===== config.mk =====
export PLATFORM = sky130hd
export DESIGN_NAME = regfile_mp
export DESIGN_NICKNAME = d
export VERILOG_FILES = /design/src/rtl/regfile_mp.sv
export SDC_FILE = /design/constraint.sdc
export NUM_CORES = 2
export LEC_CHECK = 0
export CORE_MARGIN = 2
export CORE_UTILIZATION = 39
export DETAILED_ROUTE_END_ITERATION = 16
export DONT_BUFFER_PORTS = 1
export PLACE_DENSITY = 0.63
export SLEW_MARGIN = 0
export SYNTH_ARGS = -nofsm -noshare
export SYNTH_HDL_FRONTEND = slang
export SYNTH_SLANG_ARGS = --single-unit

===== constraint.sdc =====
create_clock -name clk -period 9.7 [get_ports clk]
set_input_delay 2.425 -clock clk [delete_from_list [all_inputs] [get_ports clk]]
set_output_delay 2.425 -clock clk [all_outputs]
set_load 0.02 [all_outputs]

===== src/rtl/regfile_mp.sv =====
// Multi-read-port register file with sub-word merge/extend write-back,
// write-to-read forwarding and a per-register load-busy scoreboard.
module regfile_mp #(
  parameter int XLEN    = 32,
  parameter int NREG    = 32,
  parameter int NRD     = 2,
  parameter int ZERO_R0 = 1,
  localparam int AW     = $clog2(NREG)
) (
  input  logic                clk,
  input  logic                rst_n,
  input  logic                rd_en,
  input  logic [NRD*AW-1:0]   rd_addr,
  output logic [NRD*XLEN-1:0] rd_data,
  output logic                rd_valid,
  output logic                rd_stall,
  input  logic                wr_en,
  input  logic [AW-1:0]       wr_addr,
  input  logic [XLEN-1:0]     wr_data,
  input  logic [1:0]          wr_size,
  input  logic [1:0]          wr_ext,
  input  logic                busy_set,
  input  logic [AW-1:0]       busy_addr,
  output logic [NREG-1:0]     busy
);

  // Read handshake: rd_en has no ready; every edge with rd_en=1 captures all
  // ports and rd_valid=1 follows for exactly that cycle. rd_stall is advisory.

  logic [XLEN-1:0]     regs_q [NREG];
  logic [XLEN-1:0]     regs_d [NREG];
  logic [NRD*XLEN-1:0] rd_data_q, rd_data_d;
  logic                rd_valid_q, rd_valid_d;
  logic [NREG-1:0]     busy_q, busy_d;
  logic [XLEN-1:0]     wr_val;
  logic                wr_keep;
  logic [AW-1:0]       ra;
  logic                hit;

  function automatic logic [XLEN-1:0] merge_ext(
    input logic [XLEN-1:0] old_v,
    input logic [XLEN-1:0] wd,
    input logic [1:0]      sz,
    input logic [1:0]      ext
  );
    logic [XLEN-1:0] m;
    logic            sgn;
    logic [XLEN-1:0] r;
    m   = sz[0] ? XLEN'(16'hFFFF) : XLEN'(8'hFF);
    sgn = sz[0] ? wd[15] : wd[7];
    if (sz[1]) begin
      r = wd;
    end else begin
      case (ext)
        2'b00:   r = (old_v & ~m) | (wd & m);
        2'b01:   r = wd & m;
        default: r = (wd & m) | (sgn ? ~m : '0);
      endcase
    end
    return r;
  endfunction

  assign wr_val  = merge_ext(regs_q[wr_addr], wr_data, wr_size, wr_ext);
  assign wr_keep = wr_en && !((ZERO_R0 != 0) && (wr_addr == '0));

  always_comb begin
    regs_d = regs_q;
    if (wr_keep) regs_d[wr_addr] = wr_val;
  end

  always_comb begin
    rd_data_d  = rd_data_q;
    rd_valid_d = rd_en;
    rd_stall   = 1'b0;
    ra         = '0;
    hit        = 1'b0;
    for (int i = 0; i < NRD; i++) begin
      ra  = rd_addr[i*AW +: AW];
      hit = wr_en && (wr_addr == ra);
      if (rd_en) begin
        if ((ZERO_R0 != 0) && (ra == '0))
          rd_data_d[i*XLEN +: XLEN] = '0;
        else if (hit)
          rd_data_d[i*XLEN +: XLEN] = wr_val;
        else
          rd_data_d[i*XLEN +: XLEN] = regs_q[ra];
      end
      // A write landing this edge resolves the pending load, so no stall.
      rd_stall = rd_stall | (busy_q[ra] && !hit);
    end
  end

  always_comb begin
    busy_d = busy_q;
    if (wr_en) busy_d[wr_addr] = 1'b0;
    if (busy_set && !((ZERO_R0 != 0) && (busy_addr == '0)))
      busy_d[busy_addr] = 1'b1;
  end

  always_ff @(posedge clk or negedge rst_n) begin
    if (!rst_n) begin
      for (int i = 0; i < NREG; i++) regs_q[i] <= '0;
      rd_data_q  <= '0;
      rd_valid_q <= 1'b0;
      busy_q     <= '0;
    end else begin
      for (int i = 0; i < NREG; i++) regs_q[i] <= regs_d[i];
      rd_data_q  <= rd_data_d;
      rd_valid_q <= rd_valid_d;
      busy_q     <= busy_d;
    end
  end

  assign rd_data  = rd_data_q;
  assign rd_valid = rd_valid_q;
  assign busy     = busy_q;

endmodule


Word-level counts from Yosys, hierarchy flattened
Cells that the tools add are included.
Storage, ports and cells
  RAM bits: 0
  output and inout port bits: 98
  word-level logic and storage cells: 109
  input bits: 61
  flip-flop bits (word level): 1121
  bits in latches: 0
  ROM bits: 0
  memories: 0
Cells by class
  divide/modulo/power cells: 0
  multiply operators: 0
  multiplexer cells: 31
  equal/unequal tests: 3
  shift operators: 0
  add/sub/neg operators: 0
  bitwise gates (word level): 12
  reduce and logical (&&, ||, !) cells: 18
  $lt $le $gt $ge: 10
Operators with widths (count)
  1024-bit bitwise mux: 1
  32-bit binary-select mux with 5-bit select: 3
  32-bit 2-to-1 mux: 15
  32-bit demux with 5-bit select: 1
  32-bit bitwise OR: 3
  32-bit AND: 2
  32-bit one-hot mux with 2 select lines: 1
  32-bit by 16-bit AND with 32-bit output: 1
  16-bit NOT with 32-bit output: 1
  32-bit NOT: 1
  5-bit by 6-bit less-than comparator with 1-bit output (second input constant): 4
  5-bit zero test: 4
  6-bit greater-or-equal comparator (second input constant): 3
  5-bit NOT with 6-bit output: 3
  16-bit 2-to-1 mux: 1
  1-bit binary-select mux with 5-bit select: 2
  1-bit demux with 5-bit select: 2
  5-bit equality test: 2
  5-bit by 1-bit greater-or-equal comparator with 1-bit output (second input constant): 2
  1-bit logical AND: 9
  6-bit by 1-bit less-than comparator with 1-bit output (second input constant): 1
  1-bit 2-to-1 mux: 5
  1-bit zero test: 4
  2-bit by 1-bit equality test with 1-bit output (second input constant): 1
  2 further kinds: 2

Depth between registers and ports, before layout
  depth in word-level cells: 10
  gate-level depth with buffers: 12
  depth with buffers taken out: 6

Worst setup path before layout
OpenSTA, ideal clock, no wires.
  kind: input -> output
  from: input port rd_addr[5]
  to: output port rd_stall
  path buffers: 6
  data required time: 7.275 ns
  arrival: 4.405 ns
  stages: 10
  path slack: 2.870 ns
  path through: buf_6 > buf_6 > buf_4 > buf_6 > buf_4 > buf_6 > mux2i_1 > o221ai_1 > a221oi_1 > o32ai_1
Between the ends
  word-level cells in the longest chain between the ends: 5
  elaborated cells on any way between the ends: 7
  those cells by class: eq/ne (1); mux (2); bitwise (1); reduce/logical (3)
Ends and longest elaborated chain
  start: declaration: RTL line 13  | input logic [NRD*AW-1:0] rd_addr,
  parallel branches: the longest is 3 deep, another holds 1-bit binary-select mux with 5-bit select
  1-bit logical AND *: RTL line 89  | rd_stall = rd_stall | (busy_q[ra] && !hit);
  1-bit bitwise OR *: RTL line 89
  end: declaration: RTL line 16  | output logic rd_stall,
Mark *: on every way between the ends. The select of a mux whose other input is x is not followed.

Worst setup path after layout
  from: input port wr_addr[1]
  to: output port rd_stall
Between the ends
  word-level cells in the longest chain between the ends: 5
  elaborated cells on any way between the ends: 9
  those cells by class: eq/ne (2); bitwise (1); reduce/logical (6)
Ends and longest elaborated chain
  start: declaration: RTL line 18  | input logic [AW-1:0] wr_addr,
  5-bit equality test: RTL line 79  | hit = wr_en && (wr_addr == ra);
  1-bit logical AND: RTL line 79
  1-bit zero test: RTL line 89
  1-bit logical AND: RTL line 89
  1-bit bitwise OR *: RTL line 89
Mark *: on every way between the ends. The rest lies on a longest branch, timed or not.

==> reports/results.txt <==
Status: finished with violations
Failing checks: slew limit
HP Class: flip-flop to flip-flop
Setup slack, reg-to-reg: 6.78 ns
Cells after synthesis: 5861
Top post-synthesis cells by area: dfrtp_1 43%, mux4_2 18%, nand2_1 8.6%
Fin crit share: 75.39%
Crit path time final: 7.313 ns
Yosys top cell by area: dfrtp_1
Top_reg_cell synth: dfrtp_1
Final Hold Vio Count: 0
Cell Rows: 149
Post-synthesis sequential area ratio: 43.39%
Synth Area in Adders: 0%
DPL Wire Length: 147200 um
Worst Tran Pin Value: 1.504 ns
Critical path class: input pin to output port
Die H: 411.1 um
Post-synthesis simple-gate area fraction: 10.81%
Clock Tree Buf Depth: 3
I/O Buffers: 0
Max-slew headroom: -0.2451%
Switching power: 4153 uW
Die Span X: 411.1 um
Hold buffers post-CTS: 0
Pint: 9717 uW
Sequential share of power: 45.9%
Area occupied by multi-input gates: 33810 um2
CP required: 7.28 ns
Reg2reg start: regs_q[670]$_DFFE_PN0P_
Global-route wire length before repair: 366900 um
Sink Count: 1121
Cell Area, Synth: 64640 um2
Synth Area in Compound Gates: 11.91%
# Max-Cap Violations: 0
Initial drt markers: 7684
Largest family of logic cells by synthesized area: multiplexers
Fin nets: 5547
Final instance area: 69790 um2
Core area: 164800 um2
Syn_nets: 5922
Syn_area_per_cell: 11.03 um2
Wirelength per Cell: 32.92 um
Critical path origin: wr_addr[1]
CP Launch Type: input pin
Post-synth cell types: 84
Post-synth ARST share: 100.0%
Post-synth EDFFs: 0
Xor and xnor area share after synthesis: 0.1355%
Post-synthesis mux area share: 28.97%
Endpoint type of the worst setup path: output port
First-pass DRT Iterations: 6
DRT antenna net count: 0
Switch share: 29.94%
Full die area: 169000 um2
RSZ-0062 raised after global routing: no
Skew final: 0.02792 ns
Num CTS Buffers: 118
I/O pin total: 159
Post-CTS Resized: 0
Final max-slew violation count: 15
Crit path DAT: 4.89 ns
Storage element area: 28050 um2
Area growth syn-to-layout: 7.959%
Critical path's slowest cell: o32ai_1
DR vias: 51.94k
Clk Tree Root Cell: clkbuf_16
Clock latency on the worst-skew pair: 0.79 ns
Final wirelength: 256600 um
Crit path largest cell delay: 0.68 ns
Initial antenna violation count: 19
Synth Register Bits: 1121
Setup TNS: 0 ns
Pin count of the biggest net entering global routing: 343
Vias per Instance: 6.664
Postcts setup bufs: 0
Number of global-route vias before repair: 50.22k
Residual DRC: 0
Worst path cell trace: xor2_1, nor4_2, and2_0, o32ai_1, buf_4
Initial Util: 39.22%
Finish-stage setup viols: 0
PD cells: 198.7 nW/um2
VDD IR-drop max: 182.1 uV
Clk pin slew, worst setup/hold paths: 0.06 ns
Maximum fanout along the worst path: 342
GRT Total Usage: 29.88%
Fillers: 15.53k
F_max: 136.7 MHz
YS warnings: 0
Post-synth top cells: 1478 x nand2_1, 1121 x dfrtp_1, 507 x mux4_2
Placed Area: 65460 um2
GPL Wtd Cong: 0.9202
CTS tree: built
Overflow after GRT: 0
Min-delay src: regs_q[999]$_DFFE_PN0P_
Clk network pwr share: 36.0%
Comb pwr share: 18.1%
Top-area cell type share of the netlist area: 43.39%
Hold_ws: 0.4000 ns
Top-count cell post-synth: nand2_1
CTS H-Tree Depth: 3
Layout cells sized above 1: 21.37%
Leakage: 0.03053 uW
per-layer routing:
metal | track usage, % | vias up | part of all wire (%)
met1 | 38.44 | 26278 | 37
li1 | - | 20859 | -
met5 | 1.046 | - | 0.12
met3 | 11.14 | 953 | 13
met2 | 43.38 | 3821 | 43
met4 | 16.42 | 26 | 6.4
worst max-delay path: cells and delay by family:
family                 cells  cell delay (ns)
AO/OA/AOI/OAI              1             0.68
XOR/XNOR                   1             0.54
buffers and inverters      1             0.26
AND/OR/NAND/NOR            2             0.43
registers in the layout, summed over array words and instances (netlist names):
register,flops
regs_q,1024
rd_data,64
busy,32
rd_valid,1
final timing paths:
kind,endpoint,cells past startpoint
worst max-delay path,rd_stall,5
worst min-delay path,regs_q[999]$_DFFE_PN0P_,0
worst max register to register,rd_data[62]$_DFFE_PN0P_,6
worst min register to register,regs_q[999]$_DFFE_PN0P_,0
max in group asynchronous,regs_q[609]$_DFFE_PN0P_,3
min in group asynchronous,regs_q[78]$_DFFE_PN0P_,0
logic make-up after synthesis:
| logic type | count (synthesis) |
|---|---|
| AOI/OAI and AO/OA | 1207 |
| xor gates and xnor gates | 10 |
| buffers and inverters | 607 |
| DFF | 1121 |
| muxes | 1210 |
| and+or+nand+nor | 1706 |
power by group through the flow:
stage	combinational (uW)	sequential, uW	clock, uW
after global routing	2700	6460	5210
after detailed placement	2450	6410	0
after CTS	2460	6330	5010
final	2510	6370	4990
after floorplan	2080	6100	0
after global placement	2390	6350	0
through the flow:
step	std cells	setup slack, ns	power, uW	utilization [%]
2_1_floorplan	5861	2.870	8178	-
3_3_place_gp	7552	2.758	8738	39.72
3_5_place_dp	7552	2.754	8866	39.72
4_1_cts	7774	2.750	13800	42.28
5_1_grt	7781	2.707	14370	42.33
6_report	7794	2.387	13870	42.35
final cells by class:
class / count / share of cell area (%)
timing repair buffer: 103 / 1.285
clock buffer: 166 / 4.998
tap: 2189 / 3.925
clock inverter: 56 / 1.042
antenna: 17 / 0.06096
multi-input combinational: 4133 / 48.44
inverter: 9 / 0.05020
sequential: 1121 / 40.20
layout by cell type, fill, tap and decap left out, types with 20 or more instances in the layout:
cell type  count
a21oi_1       44
a221o_1       37
a221oi_1      67
a22o_1        20
a22oi_1       74
buf_4         96
clkbuf_16    122
clkbuf_8      27
clkinv_2      29
dfrtp_1     1121
mux2_2       216
mux2i_1      487
mux4_2       507
nand2_1     1446
nand2_2       25
nor2_1        41
nor4_1        26
o211ai_1      30
o21ai_0      501
o21ai_1       69
o21ai_2       42
o22ai_1      214
Note: power is estimated with default switching activity, not from simulation.
